[config.mk]
export PLATFORM = sky130hd
export DESIGN_NAME = sobel_window_filter_flat
export DESIGN_NICKNAME = d
export VERILOG_FILES = /design/src/rtl/sobel_window_filter_if.sv /design/src/rtl/sobel_window_filter.sv /design/src/flat_wrapper.sv
export SDC_FILE = /design/constraint.sdc
export NUM_CORES = 1
export LEC_CHECK = 0
export ABC_AREA = 0
export ABC_CLOCK_PERIOD_IN_PS = 10450
export CAP_MARGIN = 10
export CORE_MARGIN = 2
export CORE_UTILIZATION = 55
export DETAILED_ROUTE_END_ITERATION = 7
export PLACE_DENSITY_LB_ADDON = 0.3
export SYNTH_ARGS = -nofsm -noshare
export SYNTH_HDL_FRONTEND = slang
export SYNTH_SLANG_ARGS = --single-unit
[constraint.sdc]
create_clock -name clk -period 10.45 [get_ports clk]
set_input_delay 1.5675 -clock clk [delete_from_list [all_inputs] [get_ports clk]]
set_output_delay 1.5675 -clock clk [all_outputs]
set_load 0.005 [all_outputs]
[src/rtl/sobel_window_filter_if.sv]
// -----------------------------------------------------------------------------
// sobel_window_filter_if
//   Groups the column-triple input stream and the filtered pixel output stream
//   of sobel_window_filter.
//
//   valid_i       qualifies one column triple (data0_i bottom/newest,
//                 data1_i middle, data2_i top/oldest)
//   valid_o       pixel_o / edge_o carry a fresh result this cycle
//   pixel_o       saturated Sobel magnitude
//   edge_o        pixel_o >= THRESHOLD
//   frame_done_o  pulses with the last valid_o of a frame
//
//   slave  : filter side (consumes triples, produces results)
//   master : producer/consumer side (drives triples, observes results)
// -----------------------------------------------------------------------------
interface sobel_window_filter_if;
    logic       valid_i;
    logic [7:0] data0_i;
    logic [7:0] data1_i;
    logic [7:0] data2_i;
    logic       valid_o;
    logic [7:0] pixel_o;
    logic       edge_o;
    logic       frame_done_o;

    modport slave (
        input  valid_i,
        input  data0_i,
        input  data1_i,
        input  data2_i,
        output valid_o,
        output pixel_o,
        output edge_o,
        output frame_done_o
    );

    modport master (
        output valid_i,
        output data0_i,
        output data1_i,
        output data2_i,
        input  valid_o,
        input  pixel_o,
        input  edge_o,
        input  frame_done_o
    );
endinterface

[src/rtl/sobel_window_filter.sv]
// -----------------------------------------------------------------------------
// sobel_window_filter
//   3x3 Sobel edge filter fed by a double line buffer that delivers one
//   vertical column triple per accepted beat. Three-stage, non-stalling
//   pipeline:
//     stage 1  sliding 3x3 window + column/row position tracking
//     stage 2  Gx / Gy (11-bit signed)
//     stage 3  |Gx|+|Gy|, saturate to 8 bits, threshold compare
//   A triple accepted in cycle N produces valid_o in cycle N+3. Windows whose
//   newest column is at col 0 or 1 straddle a line wrap and are suppressed.
//
// Ports
//   clk  single clock, rising edge
//   rst  asynchronous active-high reset
//   bus  sobel_window_filter_if.slave (valid_i/data0_i..data2_i in,
//        valid_o/pixel_o/edge_o/frame_done_o out)
//
// Parameters
//   IMG_WIDTH   triples per line (>= 3)
//   IMG_HEIGHT  image rows (>= 3); a frame carries IMG_HEIGHT-2 lines of triples
//   THRESHOLD   edge threshold applied to the saturated magnitude
// -----------------------------------------------------------------------------
module sobel_window_filter #(
    parameter int unsigned IMG_WIDTH  = 640,
    parameter int unsigned IMG_HEIGHT = 480,
    parameter logic [7:0]  THRESHOLD  = 8'd100
) (
    input logic                  clk,
    input logic                  rst,
    sobel_window_filter_if.slave bus
);

    localparam int unsigned ColW = (IMG_WIDTH > 2) ? $clog2(IMG_WIDTH) : 1;
    localparam int unsigned RowW = (IMG_HEIGHT > 3) ? $clog2(IMG_HEIGHT - 2) : 1;
    localparam logic [ColW-1:0] ColLast = ColW'(IMG_WIDTH - 1);
    localparam logic [RowW-1:0] RowLast = RowW'(IMG_HEIGHT - 3);
    localparam logic [ColW-1:0] ColFirstValid = ColW'(2);

    // Zero-extend a pixel into the signed gradient domain.
    function automatic logic signed [10:0] ext(input logic [7:0] v);
        return signed'({3'b000, v});
    endfunction

    // -------------------------------------------------------------------------
    // Position tracking
    // -------------------------------------------------------------------------
    logic [ColW-1:0] col_q, col_d;
    logic [RowW-1:0] row_q, row_d;
    logic            col_wrap;
    logic            frame_wrap;
    logic            win_valid;

    always_comb begin
        col_wrap   = bus.valid_i && (col_q == ColLast);
        frame_wrap = col_wrap && (row_q == RowLast);
        // Only windows whose three columns belong to the same line are valid.
        win_valid  = bus.valid_i && (col_q >= ColFirstValid);
        col_d      = col_q;
        row_d      = row_q;
        if (bus.valid_i) begin
            if (col_wrap) begin
                col_d = '0;
                row_d = (row_q == RowLast) ? '0 : row_q + RowW'(1);
            end else begin
                col_d = col_q + ColW'(1);
            end
        end
    end

    always_ff @(posedge clk or posedge rst) begin
        if (rst) begin
            col_q <= '0;
            row_q <= '0;
        end else begin
            col_q <= col_d;
            row_q <= row_d;
        end
    end

    // -------------------------------------------------------------------------
    // Stage 1: window register, indexed [row][col], row 0 = top, col 2 = newest
    // -------------------------------------------------------------------------
    logic [7:0] win_q [3][3];
    logic       v1_q;
    logic       fd1_q;

    always_ff @(posedge clk or posedge rst) begin
        if (rst) begin
            for (int r = 0; r < 3; r++) begin
                for (int c = 0; c < 3; c++) begin
                    win_q[r][c] <= '0;
                end
            end
            v1_q  <= 1'b0;
            fd1_q <= 1'b0;
        end else begin
            if (bus.valid_i) begin
                for (int r = 0; r < 3; r++) begin
                    win_q[r][0] <= win_q[r][1];
                    win_q[r][1] <= win_q[r][2];
                end
                win_q[0][2] <= bus.data2_i;
                win_q[1][2] <= bus.data1_i;
                win_q[2][2] <= bus.data0_i;
            end
            v1_q  <= win_valid;
            fd1_q <= frame_wrap;
        end
    end

    // -------------------------------------------------------------------------
    // Stage 2: gradients. Each partial sum is at most 1020, so 11-bit signed
    // holds every result without overflow.
    // -------------------------------------------------------------------------
    logic signed [10:0] gx_d, gy_d;
    logic signed [10:0] gx_q, gy_q;
    logic               v2_q;
    logic               fd2_q;

    always_comb begin
        gx_d = (ext(win_q[0][2]) + (ext(win_q[1][2]) <<< 1) + ext(win_q[2][2]))
             - (ext(win_q[0][0]) + (ext(win_q[1][0]) <<< 1) + ext(win_q[2][0]));
        gy_d = (ext(win_q[2][0]) + (ext(win_q[2][1]) <<< 1) + ext(win_q[2][2]))
             - (ext(win_q[0][0]) + (ext(win_q[0][1]) <<< 1) + ext(win_q[0][2]));
    end

    always_ff @(posedge clk or posedge rst) begin
        if (rst) begin
            gx_q  <= '0;
            gy_q  <= '0;
            v2_q  <= 1'b0;
            fd2_q <= 1'b0;
        end else begin
            v2_q  <= v1_q;
            fd2_q <= v1_q && fd1_q;
            if (v1_q) begin
                gx_q <= gx_d;
                gy_q <= gy_d;
            end
        end
    end

    // -------------------------------------------------------------------------
    // Stage 3: magnitude, saturation, threshold. |-1020| still fits 11 bits
    // unsigned and the sum peaks at 2040.
    // -------------------------------------------------------------------------
    logic [10:0] abs_gx, abs_gy, mag;
    logic [7:0]  pix_d;
    logic        edge_d;
    logic [7:0]  pix_q;
    logic        edge_q;
    logic        valid_q;
    logic        fd_q;

    always_comb begin
        abs_gx = gx_q[10] ? unsigned'(-gx_q) : unsigned'(gx_q);
        abs_gy = gy_q[10] ? unsigned'(-gy_q) : unsigned'(gy_q);
        mag    = abs_gx + abs_gy;
        pix_d  = (mag > 11'd255) ? 8'hFF : mag[7:0];
        edge_d = (pix_d >= THRESHOLD);
    end

    // pixel/edge hold their last value across bubbles.
    always_ff @(posedge clk or posedge rst) begin
        if (rst) begin
            pix_q   <= '0;
            edge_q  <= 1'b0;
            valid_q <= 1'b0;
            fd_q    <= 1'b0;
        end else begin
            valid_q <= v2_q;
            fd_q    <= v2_q && fd2_q;
            if (v2_q) begin
                pix_q  <= pix_d;
                edge_q <= edge_d;
            end
        end
    end

    assign bus.valid_o      = valid_q;
    assign bus.pixel_o      = pix_q;
    assign bus.edge_o       = edge_q;
    assign bus.frame_done_o = fd_q;

endmodule

[src/flat_wrapper.sv]
// flat-port wrapper written by rule: the top's interface ports become plain ports
module sobel_window_filter_flat 
#(
    parameter int unsigned IMG_WIDTH  = 640,
    parameter int unsigned IMG_HEIGHT = 480,
    parameter logic [7:0]  THRESHOLD  = 8'd100
)
  (clk, rst, bus_valid_i, bus_data0_i, bus_data1_i, bus_data2_i, bus_valid_o, bus_pixel_o, bus_edge_o, bus_frame_done_o);
  sobel_window_filter_if bus_i ();
  input logic clk;
  input logic rst;
  input wire logic [$bits(bus_i.valid_i)-1:0] bus_valid_i;
  input wire logic [$bits(bus_i.data0_i)-1:0] bus_data0_i;
  input wire logic [$bits(bus_i.data1_i)-1:0] bus_data1_i;
  input wire logic [$bits(bus_i.data2_i)-1:0] bus_data2_i;
  output wire logic [$bits(bus_i.valid_o)-1:0] bus_valid_o;
  output wire logic [$bits(bus_i.pixel_o)-1:0] bus_pixel_o;
  output wire logic [$bits(bus_i.edge_o)-1:0] bus_edge_o;
  output wire logic [$bits(bus_i.frame_done_o)-1:0] bus_frame_done_o;
  assign bus_i.valid_i = bus_valid_i;
  assign bus_i.data0_i = bus_data0_i;
  assign bus_i.data1_i = bus_data1_i;
  assign bus_i.data2_i = bus_data2_i;
  assign bus_valid_o = bus_i.valid_o;
  assign bus_pixel_o = bus_i.pixel_o;
  assign bus_edge_o = bus_i.edge_o;
  assign bus_frame_done_o = bus_i.frame_done_o;
  sobel_window_filter #(.IMG_WIDTH(IMG_WIDTH), .IMG_HEIGHT(IMG_HEIGHT), .THRESHOLD(THRESHOLD)) u_core (.clk(clk), .rst(rst), .bus(bus_i));
endmodule
[After elaboration in Yosys (flattened, before gate mapping)]
Cells that the tools add are included.
Storage, ports and cells
  flip-flop bits (word level): 128
  output and inout port bits: 11
  logic and storage cells: 52
Operators by class
  add/sub/neg operators: 15
  $lt $le $gt $ge: 3
  equal/unequal tests: 2
  multiplexer cells: 5
  reduce and logical (&&, ||, !) cells: 6
Operators with widths (number)
  $add 11x9->11: 4
  $add 8x9->10: 4
  $mux 11: 2
  $neg 11->11: 2
  $sub 11x11->11: 2
  $add 11x11->11: 1
  $gt 11x8->1 const B: 1
  $add 10x1->10 const B: 1
  $eq 10x10->1 const B: 1
  $ge 10x2->1 const B: 1
  $mux 10: 1
  $add 9x1->9 const B: 1
  $eq 9x9->1 const B: 1
  $mux 9: 1
  $ge 8x7->1 const B: 1
  $mux 8: 1
  $logic_and 1x1->1: 5
  $reduce_and 2->1: 1

[Longest topological paths before layout]
  depth after elaboration: 6
  depth in mapped cells: 16
  depth with buffers taken out: 16

[Least setup slack after synthesis]
No wires, ideal clock.
  path type: register to register
  start point: register u_core.win_q[56] (netlist bit)
  end point: register u_core.gy_q[7]
  setup time: 0.125 ns
  data arrival time: 3.712 ns
  data required time: 10.325 ns
  slack: 6.613 ns
  cell stages (with the launch flop): 16
  clock period less this slack: 3.837 ns
  path through: dfrtp_1 -> ha_1 -> fa_1 -> a21o_1 -> a21oi_1 -> xnor2_1 -> fa_1 -> inv_1 -> fa_1 -> ha_1 -> and3_1 -> a21oi_1 -> o211ai_1 -> a21oi_1 -> xnor2_1 -> mux2_2
Between the ends
  longest elaborated chain between the ends: 3
Ends and longest elaborated chain
  start: declaration: line sobel_window_filter.sv:83  | logic [7:0] win_q [3][3];
  start signal: indexed assignment: line sobel_window_filter.sv:99  | win_q[r][0] <= win_q[r][1];
  start signal: indexed assignment: line sobel_window_filter.sv:100  | win_q[r][1] <= win_q[r][2];
  $add 8x9->10: line sobel_window_filter.sv:124  | - (ext(win_q[0][0]) + (ext(win_q[0][1]) <<< 1) + ext(win_q[0][2]));
  $add 11x9->11: line sobel_window_filter.sv:124
  $sub 11x11->11: line sobel_window_filter.sv:124
  end signal: assignment: line sobel_window_filter.sv:138  | gy_q <= gy_d;
  end: declaration: line sobel_window_filter.sv:116  | logic signed [10:0] gx_q, gy_q;
Every way passes these cells.
A chain may end at the register's enable or synchronous reset.

[Final worst setup path]
  start point: register u_core.win_q[8] (netlist bit)
  end point: register u_core.gy_q[9]
Between the ends
  longest elaborated chain between the ends: 3
Ends and longest elaborated chain
  $add 8x9->10: line sobel_window_filter.sv:123  | gy_d = (ext(win_q[2][0]) + (ext(win_q[2][1]) <<< 1) + ext(win_q[2][2]))
  $add 11x9->11: line sobel_window_filter.sv:123
  $sub 11x11->11: line sobel_window_filter.sv:124
Every way passes these cells.

==> results.md <==
* Vias in the first global route at 6447
* Mean area per synthesized cell at roughly 11 um^2
* Share of synthesized registers carrying an async set or reset at 100.0%
* Setup TNS at 0 ps
* Worst reg2reg setup slack at around 6300 ps
* Core area at between 0.015 and 0.02 mm^2
* Initial Util at 56.22%
* Area added between synthesis and finish at 12.71%
* Gate count after technology mapping at between 700 and 800
* Postcts setup bufs at 0
* Ant diodes at 0
* Clk_lat worst skew at approximately 420 ps
* WP data arrival at ~4400 ps
* Number of flops mapped to enable cells by yosys at 0
* Buf+Inv Stages, Crit Path at 1
* Worst slew pin tran at around 1000 ps
* Post-DR vias/cell at just under 6
* Origin of the worst min-delay path: u_core.fd1_q$_DFF_PP0_
* # nets final at a little under 1000
* Skew final at 5.211 ps
* Seq/Total Area, Yosys at between 30% and 40%
* CTS max path bufs at 2
* Yosys top cell area share at a little under two fifths
* CTS Hold Bufs at 0
* Pin count of the biggest net entering global routing at 84
* Layout cells sized above 1 at approximately 14%
* Die Y at between 100 and 150 um
* Tcrit/Tclk final at about two fifths
* FILL cells at around 1200
* Num CTS Buffers at 17
* RSZ-0062 raised after global routing: false
* WP data required at about 11000 ps
* CP endpoint kind: flip-flop
* Overall Global Routing Usage at 22.72%
* Detail Route Antenna Nets at 0
* Syn_nets at 935
* Routability cong. at a little under 0.9
* Die ar. at around 0.017 mm^2
* Initial antenna violation count at 0
* First DRT Iteration DRCs at 277
* Post-route DRC at 0
* RR Endpoint: u_core.gy_q[9]$_DFFE_PP0P_
* Fin area at 0.009633 mm^2
* CP Launch Type: flip-flop
* Num ports at 38
* Hold Crit Depth at 1
* Port Buffer Count at 37
* Vias at roughly 6000
* CTS resizes at 0
* Post-Syn Area at around 0.0085 mm^2
* Clk slew on worst S/H paths at around 60 ps
* CP top delay family: adder cells
* Final wirelength at between 15 and 20 mm
* Max_cap viols at 0
* Worst r2r path cells at 16
* Hold EP: u_core.fd2_q$_DFF_PP0_
* Global-route wire length before repair at about 30 mm
* CP max FO at 5
* Crit Reg-Reg Startpoint: u_core.win_q[8]$_DFFE_PP0P_
* CP max-delay cell: fa_1
* Max Slew Vio Count at 0
* Crit path cell chain: ha_1 -> fa_1 -> a21o_1 -> a21oi_1 -> o21bai_1 -> a21oi_1 -> xor2_1 -> fa_1 -> inv_1 -> fa_1 -> ha_1 -> nor3_1 -> o211ai_1 -> a21oi_1 -> xor2_1 -> o21ai_0
* Yosys cell types at 48
* Kind of critical path: flip-flop to flip-flop
* Chip Width at between 100 and 150 um
* CTS root buf: clkbuf_16
* Seq. cell area at around 0.0032 mm^2
* WL per Instance at 16.45 um
* Final min period at 4161 ps
* Clock sinks at ~130
* Status: completed
* H-tree levels at 4
* Delay of the slowest critical-path stage at 440 ps
* Row count at between 40 and 50
* Total grt overflow at 0
* Top_reg_cell synth: dfrtp_1
* Placed Area at between 0.009 and 0.01 mm^2
* Fin. Hold Viols at 0
* Final setup viols at 0
* Max transition margin at between 30% and 40%
* Pre-antenna DRT Iters at 4
* Hold Path Class: flip-flop to flip-flop
* Hpwl dp at ~13 mm
* FF+latch count, synth at around 130
* Yosys warning count at 0
* Top post-synthesis cells by area: dfrtp_1 37%, ha_1 11%, mux2_2 9.7%, fa_1 8.7%, xnor2_1 4.8%
* Final core occ at 63.37%
* Area of the multi-input gates at 0.005009 mm^2
* CTS tree: yes
* Highest Clock Rate at 240.3 MHz
* Area leader, netlist: dfrtp_1
-- metal layers --
metal	share of wire [%]	GRT usage, %
met5	0	0
met4	2.2	8.056
met3	2.7	4.449
met2	50	38.75
met1	45	29.01
-- cells in the final DEF (no fill, tap or decap), types with 37 or more instances in the layout --
master   Yosys  final
ha_1        72     72
inv_1       69     68
mux2_2      74     74
fa_1        37     37
o21ai_0     40     40
a21oi_1     43     43
dfrtp_1    128    128
xnor2_1     47     47
-- synth_stat cells (all sizes together), types with 2 or more instances --
library cell and number:
o31ai 8, nor3 14, nor2b 14, o2bb2ai 2, a31o 2, a21o 18, o21a 15, mux2 74
o21ai 40, nor3b 3, or4 2, o211ai 11, a21oi 44, ha 72, nand3 10, a31oi 11
xor2 20, and3 9, dfrtp 128, inv 69, and2 7, or3 3, nand2b 4, a211oi 4
a221oi 2, fa 37, nand4 7, o31a 2, o41ai 3, nor4 2, nand2 36, clkbuf 19
xnor2 47, o21bai 9, or2 2, o2111ai 4, o221ai 2, nor2 36
-- sequential cells by signal (all words and copies together), names as in the netlist --
| signal | count |
|---|---|
| u_core.col_q | 10 |
| u_core.v1_q | 1 |
| u_core.fd2_q | 1 |
| u_core.v2_q | 1 |
| u_core.bus.valid_o | 1 |
| u_core.gy_q | 11 |
| u_core.row_q | 9 |
| u_core.fd1_q | 1 |
| u_core.bus.frame_done_o | 1 |
| u_core.bus.edge_o | 1 |
| u_core.gx_q | 11 |
| u_core.bus.pixel_o | 8 |
| u_core.win_q | 72 |
-- metrics by stage --
stage	hold slack [ps]	setup slack [ps]	std cells
CTS	456.2	6281	1035
floorplan	372.7	5470	799
detailed placement	443.5	6326	1005
global placement	437.8	6444	1005
finish	449.6	6289	1035
global route	467.4	6012	1035
-- how the worst max path moves through the flow --
stage                            startpoint                             to  slack, ps  cells past startpoint
2_1_floorplan                           rst  u_core.bus.edge_o$_DFFE_PP0P_       5470                      1
4_1_cts         u_core.win_q[8]$_DFFE_PP0P_     u_core.gy_q[9]$_DFFE_PP0P_       6280                     16
5_1_grt        u_core.win_q[17]$_DFFE_PP0P_     u_core.gy_q[9]$_DFFE_PP0P_       6010                     16
6_report        u_core.win_q[8]$_DFFE_PP0P_     u_core.gy_q[9]$_DFFE_PP0P_       6290                     16
3_3_place_gp   u_core.win_q[56]$_DFFE_PP0P_     u_core.gy_q[7]$_DFFE_PP0P_       6440                     15
3_5_place_dp    u_core.win_q[8]$_DFFE_PP0P_     u_core.gy_q[9]$_DFFE_PP0P_       6330                     16
-- cells by family after synthesis --
group | Yosys count | synth area share, %
xor+xnor | 67 | 6.866
buf+inv | 89 | 3.923
mux | 74 | 9.750
flops | 128 | 37.48
compound gates | 180 | 13.82
simple gates | 152 | 8.959
fa+ha+maj | 109 | 19.21
-- cell type report --
class | instances | area share (%)
clock buffer | 24 | 5.105
clock inverter | 6 | 0.5975
inverter | 69 | 2.715
multi-input combinational | 582 | 51.99
sequential | 128 | 33.25
tap | 188 | 2.442
timing repair buffer | 38 | 3.897
Power is not shown: default switching activity piles up to over one toggle a cycle in this logic, so the estimate is an artifact.
